$ cat src/rtl/pm_turnoff_pkg.sv
// Shared definitions for the PCIe power-management turn-off controller:
// FSM state encoding, default parameter values and a width helper.
package pm_turnoff_pkg;

    // Turn-off handshake states
    typedef enum logic [1:0] {
        ST_IDLE  = 2'd0,
        ST_DRAIN = 2'd1,
        ST_ACK   = 2'd2,
        ST_HOLD  = 2'd3
    } pm_state_t;

    localparam int DEF_NUM_CH      = 2;
    localparam int DEF_CNT_W       = 4;
    localparam int DEF_TIMEOUT_CYC = 1024;
    localparam int DEF_TCQ         = 1;

    // Bits needed to hold values 0..value-1; never less than 1
    function automatic int clog2(input int value);
        int res;
        int v;
        res = 0;
        v   = value - 1;
        while (v > 0) begin
            res = res + 1;
            v   = v >> 1;
        end
        return (res < 1) ? 1 : res;
    endfunction

endpackage

$ cat src/rtl/pm_turnoff_ctrl_cnt.sv
// Single-channel outstanding-completion counter. Saturates at both ends and
// records a sticky error bit when an event would wrap it. The next-count
// value is exported so the parent can see idleness without an extra cycle.
module pm_outstanding_cnt
    import pm_turnoff_pkg::*;
#(
    parameter int CNT_W = DEF_CNT_W
) (
    input  logic             clk,
    input  logic             rst_n,
    input  logic             req_compl,
    input  logic             compl_done,
    output logic [CNT_W-1:0] count_nxt,
    output logic             overflow_err,
    output logic             underflow_err
);

    localparam logic [CNT_W-1:0] CNT_MAX = '1;

    logic [CNT_W-1:0] count;
    logic             ovf_hit;
    logic             unf_hit;

    // Next count: a simultaneous owe/send pair cancels out
    always_comb begin
        count_nxt = count;
        ovf_hit   = 1'b0;
        unf_hit   = 1'b0;
        case ({req_compl, compl_done})
            2'b10: begin
                if (count == CNT_MAX) begin
                    ovf_hit = 1'b1;
                end else begin
                    count_nxt = count + 1'b1;
                end
            end
            2'b01: begin
                if (count == '0) begin
                    unf_hit = 1'b1;
                end else begin
                    count_nxt = count - 1'b1;
                end
            end
            default: count_nxt = count;
        endcase
    end

    // Counter and sticky error flags
    always_ff @(posedge clk or negedge rst_n) begin
        if (!rst_n) begin
            count         <= '0;
            overflow_err  <= 1'b0;
            underflow_err <= 1'b0;
        end else begin
            count <= count_nxt;
            if (ovf_hit) begin
                overflow_err <= 1'b1;
            end
            if (unf_hit) begin
                underflow_err <= 1'b1;
            end
        end
    end

endmodule

$ cat src/rtl/pm_turnoff_ctrl.sv
// Turn-off controller: tracks outstanding completions per channel and answers
// a power-state-change request with a single ack once everything has drained,
// or after a bounded drain period (flagged as a forced ack).
module pm_turnoff_ctrl
    import pm_turnoff_pkg::*;
#(
    parameter int NUM_CH      = DEF_NUM_CH,
    parameter int CNT_W       = DEF_CNT_W,
    parameter int TIMEOUT_CYC = DEF_TIMEOUT_CYC,
    parameter int TCQ         = DEF_TCQ
) (
    input  logic              clk,
    input  logic              rst_n,
    input  logic [NUM_CH-1:0] req_compl,
    input  logic [NUM_CH-1:0] compl_done,
    input  logic              cfg_power_state_change_interrupt,
    output logic              cfg_power_state_change_ack,
    output logic              req_block,
    output logic [NUM_CH-1:0] busy_vec,
    output logic              timeout_flag,
    output logic [NUM_CH-1:0] overflow_err,
    output logic [NUM_CH-1:0] underflow_err
);

    localparam int               TMR_W    = clog2(TIMEOUT_CYC);
    localparam logic [TMR_W-1:0] TMR_LAST = TMR_W'(TIMEOUT_CYC - 1);

    // Reject configurations the timer or channel vector cannot represent
    if (NUM_CH < 1 || NUM_CH > 16 || TIMEOUT_CYC < 2 || TCQ < 0) begin : g_bad_param
        $error("pm_turnoff_ctrl: parameter out of range");
    end

    logic [CNT_W-1:0]  cnt_nxt [NUM_CH];
    logic [NUM_CH-1:0] busy_nxt;
    logic              all_idle;

    pm_state_t         state;
    pm_state_t         state_nxt;
    logic [TMR_W-1:0]  timer;
    logic [TMR_W-1:0]  timer_nxt;
    logic              tflag_set;
    logic              tflag_clr;

    for (genvar g = 0; g < NUM_CH; g++) begin : g_ch
        pm_outstanding_cnt #(
            .CNT_W(CNT_W)
        ) u_cnt (
            .clk          (clk),
            .rst_n        (rst_n),
            .req_compl    (req_compl[g]),
            .compl_done   (compl_done[g]),
            .count_nxt    (cnt_nxt[g]),
            .overflow_err (overflow_err[g]),
            .underflow_err(underflow_err[g])
        );
        assign busy_nxt[g] = |cnt_nxt[g];
    end

    // Idleness looks at next-count values so a final done is seen immediately
    assign all_idle = ~|busy_nxt;

    // Next-state, drain timer and timeout-flag control
    always_comb begin
        state_nxt = state;
        timer_nxt = '0;
        tflag_set = 1'b0;
        tflag_clr = 1'b0;
        case (state)
            ST_IDLE: begin
                if (cfg_power_state_change_interrupt) begin
                    tflag_clr = 1'b1;
                    state_nxt = all_idle ? ST_ACK : ST_DRAIN;
                end
            end
            ST_DRAIN: begin
                if (!cfg_power_state_change_interrupt) begin
                    state_nxt = ST_IDLE;
                end else if (all_idle) begin
                    state_nxt = ST_ACK;
                end else if (timer == TMR_LAST) begin
                    state_nxt = ST_ACK;
                    tflag_set = 1'b1;
                end else begin
                    timer_nxt = timer + 1'b1;
                end
            end
            ST_ACK: begin
                state_nxt = ST_HOLD;
            end
            ST_HOLD: begin
                if (!cfg_power_state_change_interrupt) begin
                    state_nxt = ST_IDLE;
                end
            end
            default: begin
                state_nxt = ST_IDLE;
            end
        endcase
    end

    // State and drain timer registers; timer is zero outside DRAIN
    always_ff @(posedge clk or negedge rst_n) begin
        if (!rst_n) begin
            state <= ST_IDLE;
            timer <= '0;
        end else begin
            state <= state_nxt;
            timer <= timer_nxt;
        end
    end

    // Registered outputs, decoded from the next state so they align with it
    always_ff @(posedge clk or negedge rst_n) begin
        if (!rst_n) begin
            cfg_power_state_change_ack <= 1'b0;
            req_block                  <= 1'b0;
            busy_vec                   <= '0;
            timeout_flag               <= 1'b0;
        end else begin
            cfg_power_state_change_ack <= (state_nxt == ST_ACK);
            req_block                  <= (state_nxt != ST_IDLE);
            busy_vec                   <= busy_nxt;
            if (tflag_set) begin
                timeout_flag <= 1'b1;
            end else if (tflag_clr) begin
                timeout_flag <= 1'b0;
            end
        end
    end

endmodule

$ cat config.mk
export PLATFORM = sky130hd
export DESIGN_NAME = pm_turnoff_ctrl
export DESIGN_NICKNAME = d
export VERILOG_FILES = /design/src/rtl/pm_turnoff_pkg.sv /design/src/rtl/pm_turnoff_ctrl_cnt.sv /design/src/rtl/pm_turnoff_ctrl.sv
export SDC_FILE = /design/constraint.sdc
export NUM_CORES = 1
export LEC_CHECK = 0
export BUFFER_PORTS_ARGS = -buffer_cell sky130_fd_sc_hd__buf_4
export CAP_MARGIN = 30
export CORE_ASPECT_RATIO = 1.4
export CORE_MARGIN = 3
export CORE_UTILIZATION = 55
export DETAILED_ROUTE_END_ITERATION = 16
export PLACE_DENSITY_LB_ADDON = 0.08
export SYNTH_ARGS = -nofsm -noshare
export SYNTH_HDL_FRONTEND = slang
export SYNTH_SLANG_ARGS = --single-unit
$ cat constraint.sdc
create_clock -name clk -period 7.4 [get_ports clk]
set_input_delay 0.37 -clock clk [delete_from_list [all_inputs] [get_ports clk]]
set_output_delay 0.37 -clock clk [all_outputs]
set_load 0.005 [all_outputs]
==> results of run 1 <==
-- critical path, stage by stage (launching register included) --
cell and delay, ns:
dfrtp_1 0.48, inv_1 0.10, ha_1 0.22, nor3b_1 0.51, a2111o_1 0.23, nand4_1 0.10, or4_4 0.53, or2_4 0.27
a41o_1 0.22
-- worst max path at each step --
stage | from | to | slack [ns]
6_report | g_ch[1].u_cnt.count[0] | timeout_flag | 4.62
3_5_place_dp | g_ch[1].u_cnt.count[0] | timeout_flag | 4.63
4_1_cts | g_ch[1].u_cnt.count[0] | timeout_flag | 4.62
3_3_place_gp | g_ch[1].u_cnt.count[0] | timeout_flag | 4.72
2_1_floorplan | g_ch[1].u_cnt.count[0] | timeout_flag | 4.75
5_1_grt | g_ch[1].u_cnt.count[0] | timer[9] | 4.37
-- where the power goes --
part / switching (W) / internal [W] / total (W)
Sequential: 0.0000447 / 0.000191 / 0.000236
Combinational: 0.000109 / 0.0000942 / 0.000203
Clock: 0.0000556 / 0.0000838 / 0.000139
-- logic make-up after synthesis --
| logic type | after synthesis | synth area share |
|---|---|---|
| AO/OA/AOI/OAI | 36 | 0.163 |
| flip-flops | 29 | 0.430 |
| buffers and inverters | 29 | 0.0861 |
| XOR/XNOR | 8 | 0.0415 |
| adder cells (fa/ha/maj) | 9 | 0.0668 |
| AND/OR/NAND/NOR | 61 | 0.212 |
-- cell usage after synthesis (2+ instances only) --
| library cell | count | share of area |
|---|---|---|
| xnor2_1 | 5 | 0.026 |
| a21o_1 | 2 | 0.0089 |
| nand2_1 | 6 | 0.013 |
| a31oi_1 | 6 | 0.022 |
| buf_2 | 2 | 0.0059 |
| o41ai_1 | 2 | 0.010 |
| a221o_1 | 2 | 0.012 |
| a221oi_1 | 2 | 0.010 |
| nor2_1 | 13 | 0.029 |
| nor2b_1 | 3 | 0.011 |
| o22ai_1 | 2 | 0.0074 |
| o311a_1 | 2 | 0.012 |
| nor4b_1 | 2 | 0.010 |
| nor3b_1 | 4 | 0.018 |
| xor2_1 | 3 | 0.016 |
| dfrtp_1 | 29 | 0.43 |
| nor3_1 | 5 | 0.015 |
| or2_2 | 3 | 0.011 |
| a21oi_1 | 4 | 0.012 |
| buf_4 | 5 | 0.022 |
| buf_6 | 2 | 0.013 |
| and3_1 | 3 | 0.011 |
| o21ai_0 | 4 | 0.012 |
| nand3_1 | 8 | 0.024 |
| inv_1 | 16 | 0.036 |
| clkbuf_1 | 4 | 0.0089 |
| ha_1 | 9 | 0.067 |
-- cell type report --
| class | instances | area, sq um |
|---|---|---|
| fill | 239 | 1040 |
| tap | 37 | 46.3 |
| clock buffer | 7 | 96.3 |
| sequential | 29 | 726 |
| timing repair buffer | 15 | 113 |
| clock inverter | 1 | 5.00 |
| multi-input combinational | 114 | 816 |
| inverter | 16 | 60.1 |
-- routing by layer --
layer | vias up | GRT usage | routed length (um)
li1 | 630 | - | -
met1 | 610 | 0.253 | 1410
met2 | 29 | 0.316 | 1620
met3 | 8 | 0.0520 | 111
met4 | 0 | 0.0767 | 50
met5 | - | 0 | 0
-- sequential cells by signal, indices dropped and copies added (netlist names) --
name	count
busy_vec	2
cfg_power_state_change_ack	1
g_ch.u_cnt.count	8
g_ch.u_cnt.overflow_err	2
g_ch.u_cnt.underflow_err	2
req_block	1
state	2
timeout_flag	1
timer	10
-- metrics by stage --
step / utilization / setup slack, ns / power, W / std cells / hold slack [ns]
2_1_floorplan: - / 4.75 / 0.000387 / 172 / 0.0744
3_3_place_gp: 0.606 / 4.72 / 0.000427 / 211 / 0.305
3_5_place_dp: 0.606 / 4.63 / 0.000440 / 211 / 0.314
4_1_cts: 0.641 / 4.62 / 0.000581 / 219 / 0.0183
5_1_grt: 0.641 / 4.37 / 0.000624 / 219 / 0.0257
6_report: 0.641 / 4.62 / 0.000578 / 219 / 0.0106
==> out/metrics.csv, run 1 <==
metric,value,unit
outcome,"finished, final reports clean",
GRT Overall Usage,0.198,
drt wl/cell,14.6,um
layout cell share with drive strength beyond 1,0.181,
post-synthesis sequential area ratio,0.430,
most frequent cells in the layout,"29 x dfrtp_1, 16 x inv_1, 15 x buf_4, 13 x nor2_1, 9 x ha_1",
Syn Inst Count,172,
Max IR drop VDD,0.247,mV
cell area after placement,1760,sq um
Yosys warnings,0,
num rows,23,
Vias/cell,5.83,
Critical Path RT,7.56,ns
drc violations,0,
P&R area growth vs syn,10.4,%
startpoint types,flop,
Slew Limit Fails,0,
clock buffer depth,2,
reg-to-reg endpoint,timeout_flag,
Synth Flop Type,dfrtp_1,
fin crit period,2.78,ns
Nets,197,
ANT cells,0,
Post-Syn Area,1690,sq um
CTS sink cnt,29,
crit path DAT,2.94,ns
Worst slew margin,0.599,
H-tree depth reported by CTS,2,
synthesized net count,188,
insertion delay to the later sink of the worst-skew pair,0.27,ns
CTS buffer count,5,
die height,71.5,um
Post-CTS Setup Bufs,0,
number of global-route vias before repair,1283,
Post-synth EDFFs,0,
CTS-repair resized insts,0,
pwr dens,310,nW/um^2
First-pass DRT Iterations,4,
Slew @ Worst Pin,0.594,ns
Fin Clk Skew,0.00370,ns
gpl congestion,0.887,
Crit Path Category,reg2reg,
first-pass GRT wire length,5700,um
antenna-violating nets left,0,
RSZ-0062 raised after global routing,no,
HP Class,in2async,
I/O Buffers,15,
#FFs+latches synth,29,
core area,2910,sq um
"most common cell after layout, fill and taps aside",dfrtp_1,
CTS tree,yes,
max cap viols,0,
"Max FO, Critical Path",11,
Final HPWL DP,2320,um
r2r startpoint,g_ch[1].u_cnt.count[0],
R2R cell count,8,
Initial DRC Count,35,
design area,1860,sq um
largest net degree at the start of global routing,30,
Final setup viols,0,
Vias,1277,
Avg Inst Size Synth,9.81,sq um
LEAKAGE,0.853,nW
Worst setup EP type,flop,
clock-pin slew on the worst setup and hold paths,0.06,ns
Root Driver,clkbuf_8,
Post-Route WL,3200,um
Starting Density,0.580,
initial antenna violation count,0,
Die X-Extent,52.8,um
Netlist cell types,51,
total gr overflow,0,
Top Ports,16,
CTS Hold Bufs,0,
die footprint,3780,sq um
setup TNS,0,ns
Fmax,0.359,GHz
"Hold Vio Cnt, Final",0,
Async SR Flop Fraction,1.00,
fin crit share,0.376,
"setup slack, reg-to-reg",4.62,ns
(Power assumes the default switching activity.)
==> run 2, diff against run 1 <==
==> constraint.sdc (replaced) <==
create_clock -name clk -period 2.6 [get_ports clk]
set_input_delay 0.13 -clock clk [delete_from_list [all_inputs] [get_ports clk]]
set_output_delay 0.13 -clock clk [all_outputs]
set_load 0.005 [all_outputs]
==> run 2 against run 1 <==
Compared with the run above:
- clock power is 140% higher
- via count is 6.0% higher
- register-to-register slack worse by 4.6 ns
- largest power group is now combinational cells
- highest routed layer unchanged
==> out/metrics.csv, run 2 (same netlist as run 1, synthesis figures left out) <==
metric,value,unit
pwr dens,883,nW/um^2
metal2 WL,1750,um
Slew @ Worst Pin,0.500,ns
H-tree depth reported by CTS,2,
crit path DAT,2.71,ns
Crit Path Category,reg2reg,
Vias/cell,5.83,
HP Class,in2reg,
Starting Density,0.580,
CTS sink cnt,29,
"Hold Vio Cnt, Final",0,
core area,2910,sq um
DRT met1 WL,1410,um
layout cell share with drive strength beyond 1,0.246,
clock-pin slew on the worst setup and hold paths,0.06,ns
Worst slew margin,0.662,
antenna-violating nets left,0,
first-pass GRT wire length,5690,um
Fmax,0.392,GHz
slowest CP cell,or4_4,
Die X-Extent,52.8,um
number of placed cells counting well taps,223,
final cell count without fillers,232,
fin crit share,0.980,
I/O Buffers,15,
Initial DRC Count,62,
met3 wire length,134,um
Vias,1353,
"slowest stage delay, CP",0.54,ns
RSZ-0062 raised after global routing,yes,
WP buf/inv,1,
drt wl/cell,14.4,um
"setup slack, reg-to-reg",0.05,ns
Fin Clk Skew,0.00370,ns
num rows,23,
Nets,210,
Post-CTS Setup Bufs,0,
total gr overflow,0,
gpl congestion,0.861,
Final setup viols,0,
crit-path cells,"inv_1, ha_1, or3b_1, a32oi_1, o22ai_1, or4_4, or2_4, a41o_1",
cell area after placement,1850,sq um
"Most flops, register",timer,
outcome,"finished, final reports clean",
Critical Path RT,2.76,ns
design area,1970,sq um
startpoint types,flop,
Worst setup EP type,flop,
initial antenna violation count,0,
Max IR drop VDD,0.647,mV
GRT Overall Usage,0.200,
LEAKAGE,0.903,nW
max cap viols,0,
P&R area growth vs syn,16.5,%
final core utilization,0.676,
number of fill cells,236,
fin crit period,2.55,ns
Final HPWL DP,2480,um
most frequent cells in the layout,"27 x dfrtp_1, 27 x buf_4, 16 x inv_1, 13 x nor2_1",
number of global-route vias before repair,1310,
drc violations,0,
Post-Route WL,3340,um
top routing layer used,met4,
ANT cells,0,
insertion delay to the later sink of the worst-skew pair,0.27,ns
crit-path leading delay family,simple AND/OR/NAND/NOR gates,
max FFs per register,10,
die height,71.5,um
Top Ports,16,
Slew Limit Fails,0,
Regs by FF count,"timer x10, g_ch.u_cnt.count x8",
clock buffer depth,2,
"Max FO, Critical Path",7,
largest net degree at the start of global routing,30,
First-pass DRT Iterations,4,
Root Driver,clkbuf_8,
CTS buffer count,5,
die footprint,3780,sq um
CTS tree,yes,
-- run 2: cell count changes in the layout (fill, tap and decap cells not counted), moves of 2 or more --
cell,delta
clkbuf_1,+3
clkbuf_8,-2
dfrtp_1,-2
dfrtp_2,+2
buf_4,+12
-- run 2: worst paths after layout --
| check | start | end | depth (start not counted) |
|---|---|---|---|
| max in group asynchronous | rst_n | g_ch[0].u_cnt.count[0] | 2 |
| worst min register to register | g_ch[1].u_cnt.underflow_err | g_ch[1].u_cnt.underflow_err | 1 |
| min in group asynchronous | rst_n | timer[6] | 2 |
| worst max-delay path | g_ch[0].u_cnt.count[0] | timeout_flag | 8 |
| worst min-delay path | cfg_power_state_change_interrupt | req_block | 3 |
| worst max register to register | g_ch[0].u_cnt.count[0] | timeout_flag | 8 |
-- run 2: what timing repair did --
item,4_1_cts,5_1_grt
endpoints found under the setup margin,1,14
hold buffers,1,0
gates resized for setup,2,5
endpoints found under the hold margin,29,0
-- run 2: layout make-up --
| type | instances | area [sq um] | share of cell area |
|---|---|---|---|
| Clock buffer | 8 | 80.1 | 0.0407 |
| Multi-Input combinational cell | 114 | 838 | 0.426 |
| Timing Repair Buffer | 28 | 213 | 0.108 |
| Tap cell | 37 | 46.3 | 0.0236 |
| Inverter | 16 | 60.1 | 0.0306 |
| Sequential cell | 29 | 728 | 0.370 |
-- run 2: worst register-to-register path, stage by stage (launching register included) --
cell and delay (ns):
dfrtp_2 0.44, inv_1 0.09, ha_1 0.17, or3b_1 0.37, a32oi_1 0.19, o22ai_1 0.13
or4_4 0.54, or2_4 0.29, a41o_1 0.22
-- run 2: power breakdown --
part	leakage (nW)	internal, W	switching, W
Combinational	0.487	0.000384	0.000371
Clock	0.0395	0.000189	0.000147
Sequential	0.377	0.000547	0.0000981
Total	0.903	0.00112	0.000616
-- run 2: layer usage --
layer  GRT usage  vias up
li1            -      665
met5           0        -
met3      0.0665        6
met1       0.241      649
met2       0.333       33
met4      0.0625        0
-- run 2: stage by stage --
step	power [W]	hold slack (ns)	TNS (ns)	worst slack [ns]
2_1_floorplan	0.00110	-0.166	0	0.0571
3_3_place_gp	0.00132	0.0627	0	0.0476
3_5_place_dp	0.00135	0.0673	-0.00936	-0.00936
4_1_cts	0.00172	0.0708	0	0.00972
5_1_grt	0.00185	0.0848	-0.0205	-0.0205
6_report	0.00174	0.0750	0	0.0510
==> run 3, diff against run 2 <==
==> constraint.sdc (replaced) <==
create_clock -name clk -period 3 [get_ports clk]
set_input_delay 0.15 -clock clk [delete_from_list [all_inputs] [get_ports clk]]
set_output_delay 0.15 -clock clk [all_outputs]
set_load 0.005 [all_outputs]
==> run 3 against run 2 <==
Compared with the run above:
- total power fell by 16%
- non-clock buffer count fell by 12
- clock skew rose by 0.0026 ns
- maximum frequency fell by 7.4%
- count of clock-buffer cells in the layout fell by 3
- routed wire length fell by 6.4%
- flip-flop and latch count did not move
- final area fell by 4.4%
- first-iteration DRC count rose by 4.8%
- critical path depth did not move
- die area did not move
==> out/metrics.csv, run 3 (same netlist as run 1, synthesis figures left out) <==
metric,value,unit
multi-input logic area,821,sq um
crit-path leading delay family,simple AND/OR/NAND/NOR gates,
Fmax,0.363,GHz
"slowest stage delay, CP",0.51,ns
Fin Clk Skew,0.00635,ns
design area,1880,sq um
met3 wire length,116,um
crit path DAT,2.91,ns
die height,71.5,um
Hold Crit Start,cfg_power_state_change_interrupt,
Worst setup EP type,flop,
Final setup viols,0,
initial antenna violation count,0,
drt wl/cell,14.3,um
Crit Path Category,reg2reg,
max cap viols,0,
cell area after placement,1760,sq um
gpl congestion,0.875,
final hold slack,0.0939,ns
num rows,23,
final core utilization,0.647,
die footprint,3780,sq um
number of global-route vias before repair,1277,
CTS tree,yes,
I/O Buffers,15,
clock-pin slew on the worst setup and hold paths,0.06,ns
"most common cell after layout, fill and taps aside",dfrtp_1,
layout cell share with drive strength beyond 1,0.181,
"Max FO, Critical Path",11,
Starting Density,0.580,
max FFs per register,10,
total gr overflow,0,
"Most flops, register",timer,
most frequent cells in the layout,"29 x dfrtp_1, 16 x inv_1, 15 x buf_4, 13 x nor2_1, 9 x ha_1",
Max IR drop VDD,0.603,mV
setup TNS,0,ns
Post-CTS Setup Bufs,0,
fin crit share,0.917,
Vias,1286,
"Hold Vio Cnt, Final",0,
slowest CP cell,dfrtp_1,
CTS sink cnt,29,
top routing layer used,met4,
hold path depth,3,
Initial DRC Count,65,
LEAKAGE,0.860,nW
insertion delay to the later sink of the worst-skew pair,0.27,ns
Vias/cell,5.87,
P&R area growth vs syn,11.4,%
HP Class,in2reg,
core area,2910,sq um
GRT Overall Usage,0.193,
"setup slack, reg-to-reg",0.25,ns
clock buffer depth,2,
antenna-violating nets left,0,
first-pass GRT wire length,5580,um
number of fill cells,236,
RSZ-0062 raised after global routing,no,
reg-to-reg endpoint,timeout_flag,
pwr dens,778,nW/um^2
drc violations,0,
ANT cells,0,
r2r startpoint,g_ch[1].u_cnt.count[0],
startpoint types,flop,
WP buf/inv,1,
Nets,198,
crit-path most repeated cell,a221o_1,
Root Driver,clkbuf_8,
metal2 WL,1640,um
Worst slew margin,0.707,
outcome,"finished, final reports clean",
H-tree depth reported by CTS,2,
Slew @ Worst Pin,0.434,ns
Final HPWL DP,2280,um
Post-Route WL,3130,um
Regs by FF count,"timer x10, g_ch.u_cnt.count x8",
fin crit period,2.75,ns
Die X-Extent,52.8,um
hold path endpoint,req_block,
Slew Limit Fails,0,
R2R cell count,8,
CTS buffer count,5,
stages on the worst setup path,8,
largest net degree at the start of global routing,30,
First-pass DRT Iterations,5,
Top Ports,16,
DRT met1 WL,1340,um
FF+latch area,726,sq um
crit-path cells,"inv_1, ha_1, nor3b_2, a221o_1, a221o_1, or4_4, or2_4, a41o_1",
Critical Path RT,3.16,ns
-- run 3: what timing repair did --
| action | in CTS | in global routing |
|---|---|---|
| hold buffers | 1 | 0 |
| endpoints found under the setup margin | 0 | 12 |
| endpoints found under the hold margin | 29 | 0 |
| gates resized for setup | 0 | 1 |
-- run 3: stage by stage --
stage | setup slack, ns | power [W] | std cells
floorplan | 0.353 | 0.000954 | 172
global placement | 0.222 | 0.00106 | 211
detailed placement | 0.144 | 0.00109 | 211
CTS | 0.121 | 0.00147 | 219
global route | 0.0825 | 0.00157 | 219
finish | 0.248 | 0.00146 | 219
-- run 3: routing by layer --
layer  track usage  up-vias
met1         0.254      609
li1              -      632
met4        0.0511        0
met3        0.0520        8
met5             0        -
met2         0.312       37
-- run 3: cell type report --
type / count / share of cell area
Tap cell: 37 / 0.0246
Inverter: 16 / 0.0320
Timing Repair Buffer: 16 / 0.0652
Clock buffer: 5 / 0.0366
Multi-Input combinational cell: 114 / 0.437
Clock inverter: 2 / 0.0186
Sequential cell: 29 / 0.386
-- run 3: worst reg2reg max path: stages, from the launching register on --
cell     delay [ns]
dfrtp_1        0.51
inv_1          0.11
ha_1           0.27
nor3b_2        0.21
a221o_1        0.31
a221o_1        0.31
or4_4          0.45
or2_4          0.26
a41o_1         0.21
-- run 3: worst max path at each step --
| stage | from | end | slack [ns] |
|---|---|---|---|
| 2_1_floorplan | g_ch[1].u_cnt.count[0] | timeout_flag | 0.35 |
| 3_3_place_gp | g_ch[1].u_cnt.count[0] | timeout_flag | 0.22 |
| 3_5_place_dp | g_ch[1].u_cnt.count[0] | timeout_flag | 0.14 |
| 4_1_cts | g_ch[1].u_cnt.count[0] | timeout_flag | 0.12 |
| 5_1_grt | g_ch[1].u_cnt.count[0] | timer[2] | 0.08 |
| 6_report | g_ch[1].u_cnt.count[0] | timeout_flag | 0.25 |
-- run 3: power breakdown --
group          switching (W)  internal, W
Sequential          0.000107     0.000471
Combinational       0.000273     0.000238
Clock               0.000132     0.000241
Total               0.000512     0.000950
